==> src/rtl/inst_ctrl_pkg.sv <==
// Shared definitions for the instruction-side control blocks (PC sequencer,
// loop controller, decoder): sequencer state encoding and default sizes.
package inst_ctrl_pkg;

    localparam int unsigned InstMemDepthDef = 256;
    localparam int unsigned InstWidthDef    = 32;

    typedef enum logic [1:0] {
        ST_IDLE = 2'd0,
        ST_RUN  = 2'd1,
        ST_DONE = 2'd2
    } inst_state_e;

endpackage

==> src/rtl/inst_pc_control_if.sv <==
// Instruction-path bus around the PC sequencer: loop-controller handshake,
// instruction-memory read port and decoder output. The master side is the
// PC sequencer; the slave side is its environment.
interface inst_pc_control_if #(
    parameter int unsigned AW = 8,
    parameter int unsigned DW = 32
) ();

    // Loop controller
    logic          inst_jump_i;
    logic [AW-1:0] inst_jump_addr_i;
    logic          inst_loop_done_i;
    logic [AW-1:0] inst_pc_o;
    logic          loop_en_o;

    // Instruction memory
    logic          inst_rd_en_o;
    logic [DW-1:0] inst_rdata_i;

    // Decoder
    logic [DW-1:0] inst_code_o;
    logic          inst_valid_o;

    modport master (
        input  inst_jump_i, inst_jump_addr_i, inst_loop_done_i, inst_rdata_i,
        output inst_pc_o, loop_en_o, inst_rd_en_o, inst_code_o, inst_valid_o
    );

    modport slave (
        output inst_jump_i, inst_jump_addr_i, inst_loop_done_i, inst_rdata_i,
        input  inst_pc_o, loop_en_o, inst_rd_en_o, inst_code_o, inst_valid_o
    );

endinterface

==> src/rtl/inst_fetch_reg.sv <==
// One-cycle fetch stage: valid follows the read enable by one cycle, matching
// the memory's read latency. The instruction word is passed through while
// valid and held afterwards so the decoder always sees the last fetched word.
module inst_fetch_reg #(
    parameter int unsigned DataWidth = 32
) (
    input  logic                 clk_i,
    input  logic                 srst_i,
    input  logic                 rd_en_i,
    input  logic [DataWidth-1:0] rdata_i,
    output logic                 valid_o,
    output logic [DataWidth-1:0] code_o
);

    logic                 valid_q, valid_d;
    logic [DataWidth-1:0] code_q, code_d;

    // Next-state: valid tracks the read issue; the hold register captures live data.
    always_comb begin
        valid_d = rd_en_i;
        code_d  = valid_q ? rdata_i : code_q;
    end

    // Stage registers; reset and soft clear both drop any read in flight.
    always_ff @(posedge clk_i) begin
        if (srst_i) begin
            valid_q <= 1'b0;
            code_q  <= '0;
        end else begin
            valid_q <= valid_d;
            code_q  <= code_d;
        end
    end

    assign valid_o = valid_q;
    assign code_o  = valid_q ? rdata_i : code_q;

endmodule

==> src/rtl/inst_pc_control.sv <==
// Program-counter sequencer. Walks the PC through instruction memory,
// following jumps from the loop controller, until the last instruction is
// issued (end address or loop-done). Supports stall, soft clear and a debug
// halt with single stepping. Wrapping past the top of memory is flagged
// with a sticky error.
module inst_pc_control
    import inst_ctrl_pkg::*;
#(
    parameter  int unsigned InstMemDepth     = InstMemDepthDef,
    parameter  int unsigned InstWidth        = InstWidthDef,
    localparam int unsigned InstMemAddrWidth = $clog2(InstMemDepth)
) (
    input  logic                        clk_i,
    input  logic                        rst_i,
    input  logic                        clr_i,
    input  logic                        start_i,
    input  logic                        stall_i,
    input  logic                        dbg_en_i,
    input  logic                        dbg_step_i,
    input  logic                        use_loop_i,
    input  logic [InstMemAddrWidth-1:0] inst_end_addr_i,
    output logic                        busy_o,
    output logic                        done_o,
    output logic                        pc_wrap_err_o,
    inst_pc_control_if.master           bus
);

    localparam logic [InstMemAddrWidth-1:0] PcMax = InstMemAddrWidth'(InstMemDepth - 1);

    inst_state_e                 state_q, state_d;
    logic [InstMemAddrWidth-1:0] pc_q, pc_d;
    logic                        wrap_err_q, wrap_err_d;
    logic                        done_q, done_d;
    logic                        busy_q, busy_d;
    logic                        loop_en_q, loop_en_d;
    logic                        advance;
    logic                        last_inst;
    logic                        srst;

    assign srst      = rst_i | clr_i;
    assign advance   = (state_q == ST_RUN) && !stall_i && (!dbg_en_i || dbg_step_i);
    assign last_inst = use_loop_i ? bus.inst_loop_done_i : (pc_q == inst_end_addr_i);

    // Next-state and PC: finish beats jump beats increment, all gated by advance.
    always_comb begin
        state_d    = state_q;
        pc_d       = pc_q;
        wrap_err_d = wrap_err_q;
        case (state_q)
            ST_IDLE: begin
                pc_d = '0;
                if (start_i) begin
                    state_d = ST_RUN;
                end
            end
            ST_RUN: begin
                if (advance) begin
                    if (last_inst) begin
                        state_d = ST_DONE;
                    end else if (bus.inst_jump_i) begin
                        pc_d = bus.inst_jump_addr_i;
                    end else if (pc_q == PcMax) begin
                        pc_d       = '0;
                        wrap_err_d = 1'b1;
                    end else begin
                        pc_d = pc_q + 1'b1;
                    end
                end
            end
            ST_DONE: begin
                state_d = ST_IDLE;
                pc_d    = '0;
            end
            default: begin
                state_d = ST_IDLE;
                pc_d    = '0;
            end
        endcase
        done_d    = (state_d == ST_DONE);
        busy_d    = (state_d != ST_IDLE);
        loop_en_d = (state_d == ST_RUN);
    end

    // State, PC and registered status outputs; clear behaves exactly like reset.
    always_ff @(posedge clk_i) begin
        if (srst) begin
            state_q    <= ST_IDLE;
            pc_q       <= '0;
            wrap_err_q <= 1'b0;
            done_q     <= 1'b0;
            busy_q     <= 1'b0;
            loop_en_q  <= 1'b0;
        end else begin
            state_q    <= state_d;
            pc_q       <= pc_d;
            wrap_err_q <= wrap_err_d;
            done_q     <= done_d;
            busy_q     <= busy_d;
            loop_en_q  <= loop_en_d;
        end
    end

    inst_fetch_reg #(
        .DataWidth (InstWidth)
    ) u_fetch (
        .clk_i   (clk_i),
        .srst_i  (srst),
        .rd_en_i (advance),
        .rdata_i (bus.inst_rdata_i),
        .valid_o (bus.inst_valid_o),
        .code_o  (bus.inst_code_o)
    );

    assign bus.inst_pc_o    = pc_q;
    assign bus.inst_rd_en_o = advance;
    assign bus.loop_en_o    = loop_en_q;
    assign busy_o           = busy_q;
    assign done_o           = done_q;
    assign pc_wrap_err_o    = wrap_err_q;

endmodule
==> src/flat_wrapper.sv <==
// flat-port wrapper written by rule: the top's interface ports become plain ports
module inst_pc_control_flat import inst_ctrl_pkg::*;
#(
    parameter  int unsigned InstMemDepth     = InstMemDepthDef,
    parameter  int unsigned InstWidth        = InstWidthDef,
    localparam int unsigned InstMemAddrWidth = $clog2(InstMemDepth)
)
  (clk_i, rst_i, clr_i, start_i, stall_i, dbg_en_i, dbg_step_i, use_loop_i, inst_end_addr_i, busy_o, done_o, pc_wrap_err_o, bus_inst_jump_i, bus_inst_jump_addr_i, bus_inst_loop_done_i, bus_inst_rdata_i, bus_inst_pc_o, bus_loop_en_o, bus_inst_rd_en_o, bus_inst_code_o, bus_inst_valid_o);
  inst_pc_control_if bus_i ();
  input  logic clk_i;
  input  logic rst_i;
  input  logic clr_i;
  input  logic start_i;
  input  logic stall_i;
  input  logic dbg_en_i;
  input  logic dbg_step_i;
  input  logic use_loop_i;
  input  logic [InstMemAddrWidth-1:0] inst_end_addr_i;
  output logic busy_o;
  output logic done_o;
  output logic pc_wrap_err_o;
  input wire logic [$bits(bus_i.inst_jump_i)-1:0] bus_inst_jump_i;
  input wire logic [$bits(bus_i.inst_jump_addr_i)-1:0] bus_inst_jump_addr_i;
  input wire logic [$bits(bus_i.inst_loop_done_i)-1:0] bus_inst_loop_done_i;
  input wire logic [$bits(bus_i.inst_rdata_i)-1:0] bus_inst_rdata_i;
  output wire logic [$bits(bus_i.inst_pc_o)-1:0] bus_inst_pc_o;
  output wire logic [$bits(bus_i.loop_en_o)-1:0] bus_loop_en_o;
  output wire logic [$bits(bus_i.inst_rd_en_o)-1:0] bus_inst_rd_en_o;
  output wire logic [$bits(bus_i.inst_code_o)-1:0] bus_inst_code_o;
  output wire logic [$bits(bus_i.inst_valid_o)-1:0] bus_inst_valid_o;
  assign bus_i.inst_jump_i = bus_inst_jump_i;
  assign bus_i.inst_jump_addr_i = bus_inst_jump_addr_i;
  assign bus_i.inst_loop_done_i = bus_inst_loop_done_i;
  assign bus_i.inst_rdata_i = bus_inst_rdata_i;
  assign bus_inst_pc_o = bus_i.inst_pc_o;
  assign bus_loop_en_o = bus_i.loop_en_o;
  assign bus_inst_rd_en_o = bus_i.inst_rd_en_o;
  assign bus_inst_code_o = bus_i.inst_code_o;
  assign bus_inst_valid_o = bus_i.inst_valid_o;
  inst_pc_control #(.InstMemDepth(InstMemDepth), .InstWidth(InstWidth)) u_core (.clk_i(clk_i), .rst_i(rst_i), .clr_i(clr_i), .start_i(start_i), .stall_i(stall_i), .dbg_en_i(dbg_en_i), .dbg_step_i(dbg_step_i), .use_loop_i(use_loop_i), .inst_end_addr_i(inst_end_addr_i), .busy_o(busy_o), .done_o(done_o), .pc_wrap_err_o(pc_wrap_err_o), .bus(bus_i));
endmodule
==> config.mk <==
export PLATFORM = sky130hd
export DESIGN_NAME = inst_pc_control_flat
export DESIGN_NICKNAME = d
export VERILOG_FILES = /design/src/rtl/inst_ctrl_pkg.sv /design/src/rtl/inst_pc_control_if.sv /design/src/rtl/inst_fetch_reg.sv /design/src/rtl/inst_pc_control.sv /design/src/flat_wrapper.sv
export SDC_FILE = /design/constraint.sdc
export NUM_CORES = 1
export LEC_CHECK = 0
export CORE_MARGIN = 4
export CORE_UTILIZATION = 43
export DETAILED_ROUTE_END_ITERATION = 7
export PLACE_DENSITY = 0.84
export SLEW_MARGIN = 20
export SYNTH_ARGS = -nofsm -noshare
export SYNTH_HDL_FRONTEND = slang
export SYNTH_SLANG_ARGS = --single-unit
==> constraint.sdc <==
create_clock -name clk_i -period 4.1 [get_ports clk_i]
set_input_delay 0.615 -clock clk_i [delete_from_list [all_inputs] [get_ports clk_i]]
set_output_delay 0.615 -clock clk_i [all_outputs]
set_load 0.03 [all_outputs]
==> summary.txt <==
Min path
  • Min-delay worst type: reg2reg

Clock network
  • Later-pin clock latency in the skew report: 0.29 ns
  • Post-CTS Setup Inserts: 0
  • CTS tree: built
  • Clk buf depth: 2
  • Clk sinks: 47
  • Clock Root Buffer: clkbuf_8
  • Hold_buf cts: 0
  • TritonCTS buffer count: 5
  • Worst-path clk slew: 0.08 ns
  • Post-CTS Resized: 0
  • # H-tree levels: 2

Yosys
  • Asr flop ratio synth: 0%
  • Post-synth top area share: 44.1%
  • Net Count, Synth: 266
  • YS warnings: 0
  • Number of flops mapped to enable cells by yosys: 0
  • Mapped Avg Cell Area: 10.3 um2
  • Top cells by count, synth: dfxtp_1, and2_1, mux2_1
  • Top-count cell post-synth: dfxtp_1
  • Count of cell types in the netlist: 41
  • Sequential fraction of the synthesis area: 44.1%
  • Synth Register Bits: 47
  • Mapped Cells: 207
  • Synth Flop Type: dfxtp_1
  • Dominant cell type by area after synthesis: dfxtp_1
  • Area of the mapped netlist: 2140 um2
  • Synth area leaders: dfxtp_1, mux2_1, and2_1

Critical path
  • Max incr delay on CP: 0.70 ns
  • Most used cell, CP: clkdlybuf4s50_1
  • Reg2reg path depth: 5
  • Reg2reg start: u_core.bus.inst_pc_o[4]
  • Worst reg2reg setup slack: 2.32 ns
  • Crit-path cells: clkdlybuf4s50_1 -> nand2b_1 -> nand3_1 -> clkinv_1 -> clkdlybuf4s50_1
  • Worst path arrival time: 2.39 ns
  • Crit Path Max Fanout: 11
  • Slowest cell on crit path: clkdlybuf4s50_1
  • Critical Path Source: dbg_step_i
  • Critical Path RT: 3.48 ns
  • Reg2Reg Capture Point: u_core.bus.inst_pc_o[4]
  • CP Launch Type: input pin
  • Critical Path Sink Type: primary output
  • WS Path Type: in2out
  • Critical Path End: bus_inst_rd_en_o

Timing
  • Final Slew Violations: 0
  • Fmax: 332 MHz
  • Worst Skew: 0.00587 ns
  • Final count of hold timing violations: 0
  • RSZ-0062 raised after global routing: no
  • Hold Slack: 0.487 ns
  • Setup TNS: 0 ns
  • Final min period: 3.01 ns
  • Slew HR: 51.1%
  • Crit share post-route: 73.4%
  • Setup Viol. Count Final: 0
  • Worst Max-Slew Pin Slew: 0.731 ns

Routing
  • Post-route ant nets: 0
  • 1st-pass router iterations: 4
  • Final WL: 5.46 mm
  • WL per Instance: 14.6 um
  • DR vias/cell: 4.99
  • DRT iter0 DRCs: 79
  • Drt drc: 0
  • Vias: 1865

Layout
  • Fill cell count: 413
  • Finished Layout Cells: 374
  • # nets final: 365
  • Area of the multi-input gates: 1110 um2
  • Sequential cell area: 941 um2
  • Synthesis-to-layout area growth: 53.1%
  • Share of cells above drive strength 1: 5.21%
  • Design Area, Final: 3270 um2
  • Antenna cell count: 0

Power
  • Total power: 0.000827 W
  • Reg power frac: 55.5%
  • Pint: 0.000645 W
  • Worst vdd ir: 242 uV
  • Static leakage: 1.26 nW
  • Comb pwr share: 12.8%
  • PwrDens: 253 nW/um2
  • Clock share of power: 31.7%
  • Sw Ratio: 22.1%
  • Switching power: 0.000183 W

Placement
  • Placed Area: 3190 um2
  • DP HPWL: 4.19 mm
  • Placed cells: 366
  • Port buffer count: 103
  • RePlAce Congestion: 0.883

Floorplan
  • Io pins: 104
  • Starting Density: 44.9%
  • Core area: 4750 um2
  • Die H: 78.5 um
  • Number of core rows: 25
  • Die Area: 6160 um2
  • Die W: 78.5 um

GRT
  • Total gr overflow: 0
  • Initial antenna violation count: 0
  • GR peak layer: met2
  • Pin count of the biggest net entering global routing: 34
  • GRT Util Overall: 17.6%
  • Met1 Track Usage GR: 20.9%
  • Met3 Use GR: 2.98%
  • First-pass GRT wire length: 8.83 mm
  • Global-route met2 utilization: 31.8%
  • Vias in the first global route: 1935

Flow run
  • Max Cap Viol: 0

Status
  • Status: completed
==> power groups by stage <==
stage                     clock network [W]  registers, W   logic, W
after floorplan                           0      0.000472  0.0000362
after global placement                    0      0.000470   0.000105
after detailed placement                  0      0.000470   0.000106
after CTS                          0.000272      0.000459   0.000106
after global routing               0.000286      0.000460   0.000113
final                              0.000262      0.000459   0.000106
==> flip-flops by register name, summed over array words and instances, names as in the netlist <==
register and cells:
u_core.u_fetch.code_q 32, u_core.u_fetch.valid_o 1, u_core.done_o 1, u_core.state_q 2
u_core.bus.inst_pc_o 8, u_core.busy_o 1, u_core.pc_wrap_err_o 1, u_core.bus.loop_en_o 1
==> routing by layer <==
metal  wire length [um]  vias to the layer above
met2               2810                       61
met1               2290                      873
li1                   -                      927
met5                  0                        -
met3                305                        4
met4                 58                        0
==> per-stage QoR <==
step	util (%)	setup slack, ns
after detailed placement	67.1	1.09
after global placement	67.1	1.11
final	68.8	1.09
after floorplan	-	2.09
after global routing	68.8	1.01
after CTS	68.8	1.10
==> cell usage in the layout (no fill, tap or decap), types with 3 or more instances in the layout <==
cell type	synthesis	routed
dfxtp_1	47	47
nand3_1	5	5
a21oi_1	7	7
a32o_1	4	4
nand2_1	5	5
xnor2_1	6	6
clkdlybuf4s50_1	0	103
o21ai_0	3	3
mux2_1	30	30
and2_1	33	33
nand4_1	3	3
a31oi_1	4	4
nor3_1	7	7
nor2_1	6	6
a211oi_1	4	4
clkbuf_8	0	5
==> final cells by class <==
class / count / area share [%]
tap: 67 / 2.56
clock buffer: 7 / 2.33
multi-input combinational: 144 / 33.8
sequential: 47 / 28.8
timing repair buffer: 105 / 32.0
inverter: 3 / 0.344
clock inverter: 1 / 0.153
==> critical path: cells and delay by family <==
| kind | cells | cell delay [ns] |
|---|---|---|
| buffers and inverters | 3 | 1.43 |
| and+or+nand+nor | 2 | 0.34 |
==> how the worst min path moves through the flow <==
stage / from / end / slack (ns) / depth (start not counted)
floorplan: u_core.state_q[0] / u_core.busy_o / 0.51 / 1
global placement: u_core.pc_wrap_err_o / u_core.pc_wrap_err_o / 0.45 / 1
detailed placement: u_core.pc_wrap_err_o / u_core.pc_wrap_err_o / 0.46 / 1
CTS: u_core.pc_wrap_err_o / u_core.pc_wrap_err_o / 0.49 / 1
global route: u_core.pc_wrap_err_o / u_core.pc_wrap_err_o / 0.50 / 1
finish: u_core.pc_wrap_err_o / u_core.pc_wrap_err_o / 0.49 / 1
==> kinds of logic (layout without fill, tap and decap cells) <==
group | Yosys count | after routing | share of synthesized area [%]
compound gates | 36 | 36 | 12.5
xor+xnor | 8 | 8 | 3.98
fa+ha+maj | 1 | 1 | 0.586
buf+inv | 16 | 116 | 4.16
flops | 47 | 47 | 44.1
mux | 33 | 33 | 17.3
simple gates | 66 | 66 | 17.4
No activity file was read; power rests on OpenSTA's default activity.
